File: config.mk
export PLATFORM = sky130hd
export DESIGN_NAME = conv_acc_relu_flat
export DESIGN_NICKNAME = d
export VERILOG_FILES = /design/src/rtl/conv_acc_relu_if.sv /design/src/rtl/conv_acc_relu.sv /design/src/flat_wrapper.sv
export SDC_FILE = /design/constraint.sdc
export NUM_CORES = 1
export LEC_CHECK = 0
export CAP_MARGIN = 20
export CORE_UTILIZATION = 30
export CTS_CLUSTER_SIZE = 24
export DETAILED_ROUTE_END_ITERATION = 12
export DONT_BUFFER_PORTS = 1
export SYNTH_ARGS = -nofsm -noshare
export SYNTH_HDL_FRONTEND = slang
export SYNTH_SLANG_ARGS = --single-unit
export TNS_END_PERCENT = 20
File: constraint.sdc
create_clock -name clk -period 10.03 [get_ports clk]
set_clock_uncertainty 0.1 [all_clocks]
set_input_delay 2.006 -clock clk [delete_from_list [all_inputs] [get_ports clk]]
set_output_delay 2.006 -clock clk [all_outputs]
set_load 0.02 [all_outputs]
File: src/rtl/conv_acc_relu_if.sv
// ---------------------------------------------------------------------------
// conv_acc_relu_if
//   Bus between the 3x3 PE multiplier array and the accumulate/ReLU stage.
//   master : drives clear, in_valid, conv00..conv08, ch_num, bias;
//            observes out_valid, out_data, busy.
//   slave  : the accumulator (conv_acc_relu).
// ---------------------------------------------------------------------------
interface conv_acc_relu_if #(
  parameter int PROD_W = 25,
  parameter int BIAS_W = 32,
  parameter int CH_W   = 10
);
  logic                     clear;
  logic                     in_valid;
  logic signed [PROD_W-1:0] conv00, conv01, conv02;
  logic signed [PROD_W-1:0] conv03, conv04, conv05;
  logic signed [PROD_W-1:0] conv06, conv07, conv08;
  logic        [CH_W-1:0]   ch_num;
  logic signed [BIAS_W-1:0] bias;
  logic                     out_valid;
  logic signed [8:0]        out_data;
  logic                     busy;

  modport master (
    output clear, in_valid,
    output conv00, conv01, conv02, conv03, conv04, conv05, conv06, conv07, conv08,
    output ch_num, bias,
    input  out_valid, out_data, busy
  );

  modport slave (
    input  clear, in_valid,
    input  conv00, conv01, conv02, conv03, conv04, conv05, conv06, conv07, conv08,
    input  ch_num, bias,
    output out_valid, out_data, busy
  );
endinterface

File: src/rtl/conv_acc_relu.sv
// ---------------------------------------------------------------------------
// conv_acc_relu
//   Reduces the nine tap products of one input channel through a two-stage
//   adder tree, accumulates across ch_num input channels, then adds the bias,
//   rescales with round-half-up, applies ReLU and saturates to 0..255.
//   Four register stages: S1 partial sums, S2 tree sum, S3 accumulate/final,
//   S4 output. No backpressure; every in_valid beat is taken.
//
//   clk   : rising-edge clock
//   reset : asynchronous, active-high
//   bus   : conv_acc_relu_if.slave (clear, in_valid, conv00..08, ch_num,
//           bias in; out_valid, out_data, busy out)
// ---------------------------------------------------------------------------
module conv_acc_relu #(
  parameter int PROD_W = 25,
  parameter int ACC_W  = 40,
  parameter int BIAS_W = 32,
  parameter int SHIFT  = 8,
  parameter int CH_W   = 10
) (
  input  logic           clk,
  input  logic           reset,
  conv_acc_relu_if.slave bus
);

  localparam int PS_W = PROD_W + 2;
  localparam logic signed [ACC_W-1:0] RND     = ACC_W'(1) <<< (SHIFT - 1);
  localparam logic signed [ACC_W-1:0] OUT_MAX = ACC_W'(255);
  localparam logic signed [ACC_W-1:0] OUT_MIN = '0;

  // -------------------------------------------------------------------------
  // Channel counter and per-pixel parameter capture
  // -------------------------------------------------------------------------
  logic        [CH_W-1:0]   cnt;
  logic        [CH_W-1:0]   ch_hold;
  logic signed [BIAS_W-1:0] bias_hold;
  logic        [CH_W-1:0]   eff_ch;
  logic        [CH_W-1:0]   last_idx;
  logic signed [BIAS_W-1:0] pix_bias;
  logic                     in_last;
  logic                     beat;

  // The first beat of a pixel uses the live ch_num/bias (they are being
  // captured on that same edge); later beats use the held copies.
  // NOTE: every signal assigned in always_comb gets a default first, so no
  // path can leave it unassigned and infer a latch.
  always_comb begin
    eff_ch   = ch_hold;
    pix_bias = bias_hold;
    if (cnt == '0) begin
      eff_ch   = bus.ch_num;
      pix_bias = bus.bias;
    end
    last_idx = (eff_ch == '0) ? '0 : eff_ch - CH_W'(1);
    in_last  = (cnt == last_idx);
    beat     = bus.in_valid && !bus.clear;
  end

  // NOTE: sequential state uses non-blocking assignments so every register
  // samples pre-edge values regardless of statement order.
  always_ff @(posedge clk or posedge reset) begin
    if (reset) begin
      cnt       <= '0;
      ch_hold   <= '0;
      bias_hold <= '0;
    end else if (bus.clear) begin
      cnt <= '0;
    end else if (bus.in_valid) begin
      if (cnt == '0) begin
        ch_hold   <= bus.ch_num;
        bias_hold <= bus.bias;
      end
      cnt <= in_last ? '0 : cnt + CH_W'(1);
    end
  end

  // -------------------------------------------------------------------------
  // S1: three partial sums of three taps each. The pixel bias rides along
  // with the data so a following pixel can capture its own bias meanwhile.
  // -------------------------------------------------------------------------
  logic                     s1_v, s1_last;
  logic signed [PS_W-1:0]   s1_p0, s1_p1, s1_p2;
  logic signed [BIAS_W-1:0] s1_bias;

  always_ff @(posedge clk or posedge reset) begin
    if (reset) begin
      s1_v    <= 1'b0;
      s1_last <= 1'b0;
      s1_p0   <= '0;
      s1_p1   <= '0;
      s1_p2   <= '0;
      s1_bias <= '0;
    end else begin
      s1_v <= beat;
      if (beat) begin
        s1_last <= in_last;
        s1_bias <= pix_bias;
        s1_p0   <= PS_W'(bus.conv00) + PS_W'(bus.conv01) + PS_W'(bus.conv02);
        s1_p1   <= PS_W'(bus.conv03) + PS_W'(bus.conv04) + PS_W'(bus.conv05);
        s1_p2   <= PS_W'(bus.conv06) + PS_W'(bus.conv07) + PS_W'(bus.conv08);
      end
    end
  end

  // -------------------------------------------------------------------------
  // S2: full tap sum at accumulator width
  // -------------------------------------------------------------------------
  logic                     s2_v, s2_last;
  logic signed [ACC_W-1:0]  s2_sum;
  logic signed [BIAS_W-1:0] s2_bias;

  always_ff @(posedge clk or posedge reset) begin
    if (reset) begin
      s2_v    <= 1'b0;
      s2_last <= 1'b0;
      s2_sum  <= '0;
      s2_bias <= '0;
    end else begin
      s2_v <= s1_v && !bus.clear;
      if (s1_v) begin
        s2_last <= s1_last;
        s2_bias <= s1_bias;
        s2_sum  <= ACC_W'(s1_p0) + ACC_W'(s1_p1) + ACC_W'(s1_p2);
      end
    end
  end

  // -------------------------------------------------------------------------
  // S3: channel accumulation. The last channel folds in the bias and restarts
  // the accumulator on the same edge, so back-to-back pixels need no bubble.
  // -------------------------------------------------------------------------
  logic                    s3_v;
  logic signed [ACC_W-1:0] acc;
  logic signed [ACC_W-1:0] s3_final;

  always_ff @(posedge clk or posedge reset) begin
    if (reset) begin
      s3_v     <= 1'b0;
      acc      <= '0;
      s3_final <= '0;
    end else if (bus.clear) begin
      s3_v <= 1'b0;
      acc  <= '0;
    end else begin
      s3_v <= s2_v && s2_last;
      if (s2_v) begin
        if (s2_last) begin
          s3_final <= acc + s2_sum + ACC_W'(s2_bias);
          acc      <= '0;
        end else begin
          acc <= acc + s2_sum;
        end
      end
    end
  end

  // -------------------------------------------------------------------------
  // S4: round half up, arithmetic rescale, ReLU and saturate to 0..255
  // -------------------------------------------------------------------------
  logic signed [ACC_W-1:0] rounded;
  logic signed [8:0]       clamped;

  always_comb begin
    rounded = (s3_final + RND) >>> SHIFT;
    clamped = rounded[8:0];
    if (rounded < OUT_MIN) begin
      clamped = '0;
    end else if (rounded > OUT_MAX) begin
      clamped = 9'sd255;
    end
  end

  logic              out_valid_q;
  logic signed [8:0] out_data_q;

  always_ff @(posedge clk or posedge reset) begin
    if (reset) begin
      out_valid_q <= 1'b0;
      out_data_q  <= '0;
    end else begin
      out_valid_q <= s3_v && !bus.clear;
      if (s3_v && !bus.clear) begin
        out_data_q <= clamped;
      end
    end
  end

  assign bus.out_valid = out_valid_q;
  assign bus.out_data  = out_data_q;
  assign bus.busy      = (cnt != '0) || s1_v || s2_v || s3_v || out_valid_q;

endmodule

File: src/flat_wrapper.sv
// flat-port wrapper written by rule: the top's interface ports become plain ports
module conv_acc_relu_flat 
#(
  parameter int PROD_W = 25,
  parameter int ACC_W  = 40,
  parameter int BIAS_W = 32,
  parameter int SHIFT  = 8,
  parameter int CH_W   = 10
)
  (clk, reset, bus_clear, bus_in_valid, bus_conv00, bus_conv01, bus_conv02, bus_conv03, bus_conv04, bus_conv05, bus_conv06, bus_conv07, bus_conv08, bus_ch_num, bus_bias, bus_out_valid, bus_out_data, bus_busy);
  conv_acc_relu_if #(.PROD_W(PROD_W), .BIAS_W(BIAS_W), .CH_W(CH_W)) bus_i ();
  input  logic clk;
  input  logic reset;
  input wire logic [$bits(bus_i.clear)-1:0] bus_clear;
  input wire logic [$bits(bus_i.in_valid)-1:0] bus_in_valid;
  input wire logic [$bits(bus_i.conv00)-1:0] bus_conv00;
  input wire logic [$bits(bus_i.conv01)-1:0] bus_conv01;
  input wire logic [$bits(bus_i.conv02)-1:0] bus_conv02;
  input wire logic [$bits(bus_i.conv03)-1:0] bus_conv03;
  input wire logic [$bits(bus_i.conv04)-1:0] bus_conv04;
  input wire logic [$bits(bus_i.conv05)-1:0] bus_conv05;
  input wire logic [$bits(bus_i.conv06)-1:0] bus_conv06;
  input wire logic [$bits(bus_i.conv07)-1:0] bus_conv07;
  input wire logic [$bits(bus_i.conv08)-1:0] bus_conv08;
  input wire logic [$bits(bus_i.ch_num)-1:0] bus_ch_num;
  input wire logic [$bits(bus_i.bias)-1:0] bus_bias;
  output wire logic [$bits(bus_i.out_valid)-1:0] bus_out_valid;
  output wire logic [$bits(bus_i.out_data)-1:0] bus_out_data;
  output wire logic [$bits(bus_i.busy)-1:0] bus_busy;
  assign bus_i.clear = bus_clear;
  assign bus_i.in_valid = bus_in_valid;
  assign bus_i.conv00 = bus_conv00;
  assign bus_i.conv01 = bus_conv01;
  assign bus_i.conv02 = bus_conv02;
  assign bus_i.conv03 = bus_conv03;
  assign bus_i.conv04 = bus_conv04;
  assign bus_i.conv05 = bus_conv05;
  assign bus_i.conv06 = bus_conv06;
  assign bus_i.conv07 = bus_conv07;
  assign bus_i.conv08 = bus_conv08;
  assign bus_i.ch_num = bus_ch_num;
  assign bus_i.bias = bus_bias;
  assign bus_out_valid = bus_i.out_valid;
  assign bus_out_data = bus_i.out_data;
  assign bus_busy = bus_i.busy;
  conv_acc_relu #(.PROD_W(PROD_W), .ACC_W(ACC_W), .BIAS_W(BIAS_W), .SHIFT(SHIFT), .CH_W(CH_W)) u_core (.clk(clk), .reset(reset), .bus(bus_i));
endmodule
==> results.md <==
- The part of the cycle the worst path needs is 56.3%.
- The sequential share of the synthesized area is 32.0%.
- The number of fill cells in the layout is 7484.
- The worst slack after detailed placement is 4250 ps.
- The total routed wire length on the met1 layer is 26900 µm.
- The area growth from synthesis to layout is 10.2%.
- The instance count of the mapped netlist is 2263.
- The number of hold buffers added after CTS is 0.
- In this run the horizontal extent of the chip is ~270 µm.
- In the layout the commonest cells are 281 x sky130_fd_sc_hd__dfrtp_1, 231 x sky130_fd_sc_hd__nand2_1, 195 x sky130_fd_sc_hd__o21ai_0, 189 x sky130_fd_sc_hd__ha_1, 129 x sky130_fd_sc_hd__a21oi_1.
- The average cell area after synthesis is 9.74 µm².
- The final hold violation count is 0.
- The average detailed-routed wire length per instance is 17.3 µm.
- The worst setup margin is 4380 ps.
- The total overflow left after global routing is 0.
- Along the worst path, the maximum fanout reaches 6.
- Data arrives at the worst endpoint at 5960 ps.
- sky130_fd_sc_hd__dfrtp_1 takes more of the synthesized area than any other cell.
- The detailed router finished its first iteration with 956 violations.
- The depth of the worst register-to-register path is 21.
- The clock net in this run drives a total of 282 sinks.
- Power spread over the standard cell area amounts to 275 mW/mm².
- The number of enable-type register cells in the synthesized netlist is 0.
- In this run the critical register-to-register path is captured at u_core.s3_final[38].
- The area used by sequential logic in the layout is between 0.007 and 0.008 mm².
- Entering global routing, the biggest net connects 87 pins.
- The height of the die is 273 µm.
- The number of antenna violations at the first check in global routing is 2.
- Buffers added to address setup during post-CTS repair amount to 0.
- Once the floorplan was initialized, standard cells occupied between 30 and 40% of the core.
- The critical path capture point is u_core.s3_final[38].
- For the final routed database, the setup TNS stands at 0 ps.
- The area of the core region is 0.0728 mm².
- Based on the critical path, the design can be clocked at up to roughly 180 MHz.
- Measured on the finished design, the core utilization comes to 33.3%.
- The count of warnings emitted by yosys is 0.
- Clock latency on the worst-skew pair, taken at its later pin, is 550 ps.
- The ratio of cells with drive above 1 in the final layout is 9.19%.
- The amount of wire on met3 after detailed routing is roughly 2100 µm.
- The net total in the final layout is 2815.
- The top layer used by detailed routing is met4.
- The remaining antenna violation count is 0.
- The detailed router placed about 16000 vias in this run.
- Synthesis instantiated 88 different standard cells from the library.
- The critical path startpoint category is a flop.
- The die covers 0.0746 mm².
- The final-report setup violation count is 0.
- The clock edge transition at the registers on the reported setup and hold paths is 60 ps.
- In this run the biggest area consumer among cell types represents 32.0% of the synthesized area.
- After synthesis the cells add up to 0.0220 mm².
- The total global routing track utilization is about 15%.
- The worst pin sits at a relative slew slack of 38.8%.
- The origin of the critical flop-to-flop path is u_core.acc[1].
- The max-slew violation count was 0.
- The endpoint type of the worst setup path is a flop.
- Setup repair after global routing left no endpoint under its margin.
- The worst hold path belongs to the class reg -> reg.
- The worst-case clock buffer depth is 3.
- The measured slew at the worst slew-check pin is 919 ps.
- The run finished with clean final reports.
- The count of maximum capacitance violations is 0.
- The total area of multi-input combinational cells is 0.0145 mm².
- The global-route wire length before repair is between 80000 and 90000 µm.
- The kind of critical path is reg -> reg.
- The detailed-placement wirelength estimate is 44300 µm.
- CTS built an H-tree with a depth of 2.
- The most critical setup path has its startpoint at u_core.acc[1].
- The congestion estimate from routability-driven global placement came to between 0.9 and 1.
- The via count of the first global-routing pass was 16300.
- Summed over all layers, the routed wires come to between 50000 and 60000 µm.
- The post-synthesis register bit count is approximately 280.
- The standard-cell row count is 99.
- The leakage power total is 10.8 nW.
- The endpoint required time on the critical path is just over 10000 ps.
- The count of cells resized by post-cts repair is 0.
- Pin placement for this block handled 282 I/O pins.
- The number of port buffers is 0.
- The maximum resistive drop on vdd is 0.151 mV.
- For flop-to-flop paths, the worst setup slack is 4380 ps.
- The number of DRC violations after detailed routing is 0.
- In this run, CTS created clock tree buffers numbering 37.
- The number of nets in the synthesized netlist is 2830.
- The total iterations of the first detailed-routing run is 5.
- After detailed routing, the number of vias per cell comes to 5.06.
- CTS placed an instance of sky130_fd_sc_hd__clkbuf_16 at the clock tree root.
- The shortest period the worst path allows is 5650 ps.
- After detailed routing, the met2 layer carries 25400 µm of wire.
- For this run, the leading register cell type out of synthesis is sky130_fd_sc_hd__dfrtp_1.
- Yosys attributes the largest share of cell area to sky130_fd_sc_hd__dfrtp_1 32%, sky130_fd_sc_hd__ha_1 11%, sky130_fd_sc_hd__fa_1 9.7%.
- TritonCTS built the clock tree.
- The library cell used most frequently in the layout, excluding fill and tap cells, is sky130_fd_sc_hd__dfrtp_1.
- Counting flops with an async set or reset pin after synthesis yields a share of 100%.
==> power by group <==
group	internal, mW	switching (mW)	leakage (nW)
Combinational	1.66	2.05	6.67
Clock	0.767	0.522	0.582
Sequential	1.42	0.248	3.58
==> worst min-delay path by stage <==
stage | slack (ps) | endpoint | cells past startpoint | from
4_1_cts | 390 | u_core.s1_p1[0] | 2 | u_core.s1_p1[0]
2_1_floorplan | 340 | u_core.s1_last | 2 | u_core.s1_last
5_1_grt | 410 | u_core.s2_bias[10] | 1 | u_core.bias_hold[10]
3_3_place_gp | 370 | u_core.s1_p2[0] | 2 | u_core.s1_p2[0]
3_5_place_dp | 380 | u_core.s1_p1[0] | 2 | u_core.s1_p1[0]
6_report | 380 | u_core.s1_p1[0] | 2 | u_core.s1_p1[0]
==> kinds of logic (layout without fill, tap and decap cells) <==
group	Yosys count	after routing	share of synthesized area, %
AOI/OAI and AO/OA	645	645	19.2
xor gates and xnor gates	162	162	6.44
other	0	2	0
adders and majority gates	296	296	20.4
and+or+nand+nor	628	628	14.0
muxes	110	110	5.55
DFF	282	282	32.0
buffers and inverters	140	150	2.43
==> critical path: stages (launching register included) <==
cell,delay (ps)
sky130_fd_sc_hd__dfrtp_1,400
sky130_fd_sc_hd__ha_1,320
sky130_fd_sc_hd__a211oi_1,240
sky130_fd_sc_hd__nor2_1,100
sky130_fd_sc_hd__o31a_1,300
sky130_fd_sc_hd__o21a_1,200
sky130_fd_sc_hd__o21ai_0,190
sky130_fd_sc_hd__a21boi_0,180
sky130_fd_sc_hd__o41ai_1,450
sky130_fd_sc_hd__o21ai_0,190
sky130_fd_sc_hd__xor2_1,190
sky130_fd_sc_hd__ha_1,370
sky130_fd_sc_hd__a211oi_1,310
sky130_fd_sc_hd__o21ai_0,150
sky130_fd_sc_hd__a41oi_1,270
sky130_fd_sc_hd__o21ai_0,160
sky130_fd_sc_hd__or3_1,400
sky130_fd_sc_hd__o31a_1,290
sky130_fd_sc_hd__a31o_2,260
sky130_fd_sc_hd__a31o_2,250
sky130_fd_sc_hd__xnor2_1,130
sky130_fd_sc_hd__o21ai_1,70
==> metrics by stage <==
stage / instances / area (µm²) / power [mW] / hold WS, ps
5_1_grt: 3234 / 24300 / 7.29 / 411
3_5_place_dp: 3168 / 23100 / 5.39 / 376
6_report: 3234 / 24300 / 6.67 / 383
3_3_place_gp: 3167 / 23100 / 5.38 / 369
2_1_floorplan: 2263 / 22000 / 4.52 / 344
4_1_cts: 3232 / 24300 / 6.74 / 392
==> registers in the layout (all words and copies together) (netlist names) <==
signal	count
u_core.acc	40
u_core.bias_hold	32
u_core.bus.out_data	9
u_core.bus.out_valid	1
u_core.ch_hold	10
u_core.cnt	10
u_core.s1_last	1
u_core.s1_p0	27
u_core.s1_p1	27
u_core.s1_p2	27
u_core.s1_v	1
u_core.s2_bias	32
u_core.s2_last	1
u_core.s2_sum	29
u_core.s2_v	1
u_core.s3_final	33
u_core.s3_v	1
==> metal layers <==
layer | up-vias | track usage (%)
met5 | - | 0
met4 | 0 | 5.12
met3 | 74 | 1.77
met2 | 332 | 24.5
met1 | 7749 | 20.4
li1 | 8205 | -
==> cell type report <==
cell class	count	area share [%]
multi-input combinational	1841	59.6
sequential	282	29.1
tap	959	4.94
clock buffer	46	4.16
inverter	75	1.19
clock inverter	18	0.675
timing repair buffer	11	0.392
antenna	2	0.0206
==> cells in the mapped netlist, drive strengths merged, types with 9 or more instances <==
cell and n:
a211o 12, inv 74, nand2 231, a31oi 16, nor2b 21, nor4 13, and4 9, o21a 34
o21ai 202, nor2 119, nor3 43, and3 31, nor3b 10, nand3 40, a21o 68, fa 107
or3 16, a21oi 133, xor2 61, mux2 97, dfrtp 282, clkbuf 57, nand2b 32, o31ai 9
o21bai 19, xnor2 101, a211oi 18, ha 189, mux2i 13, and2 9, nand4 20, a22o 49
Note: power is estimated with default switching activity, not from simulation.
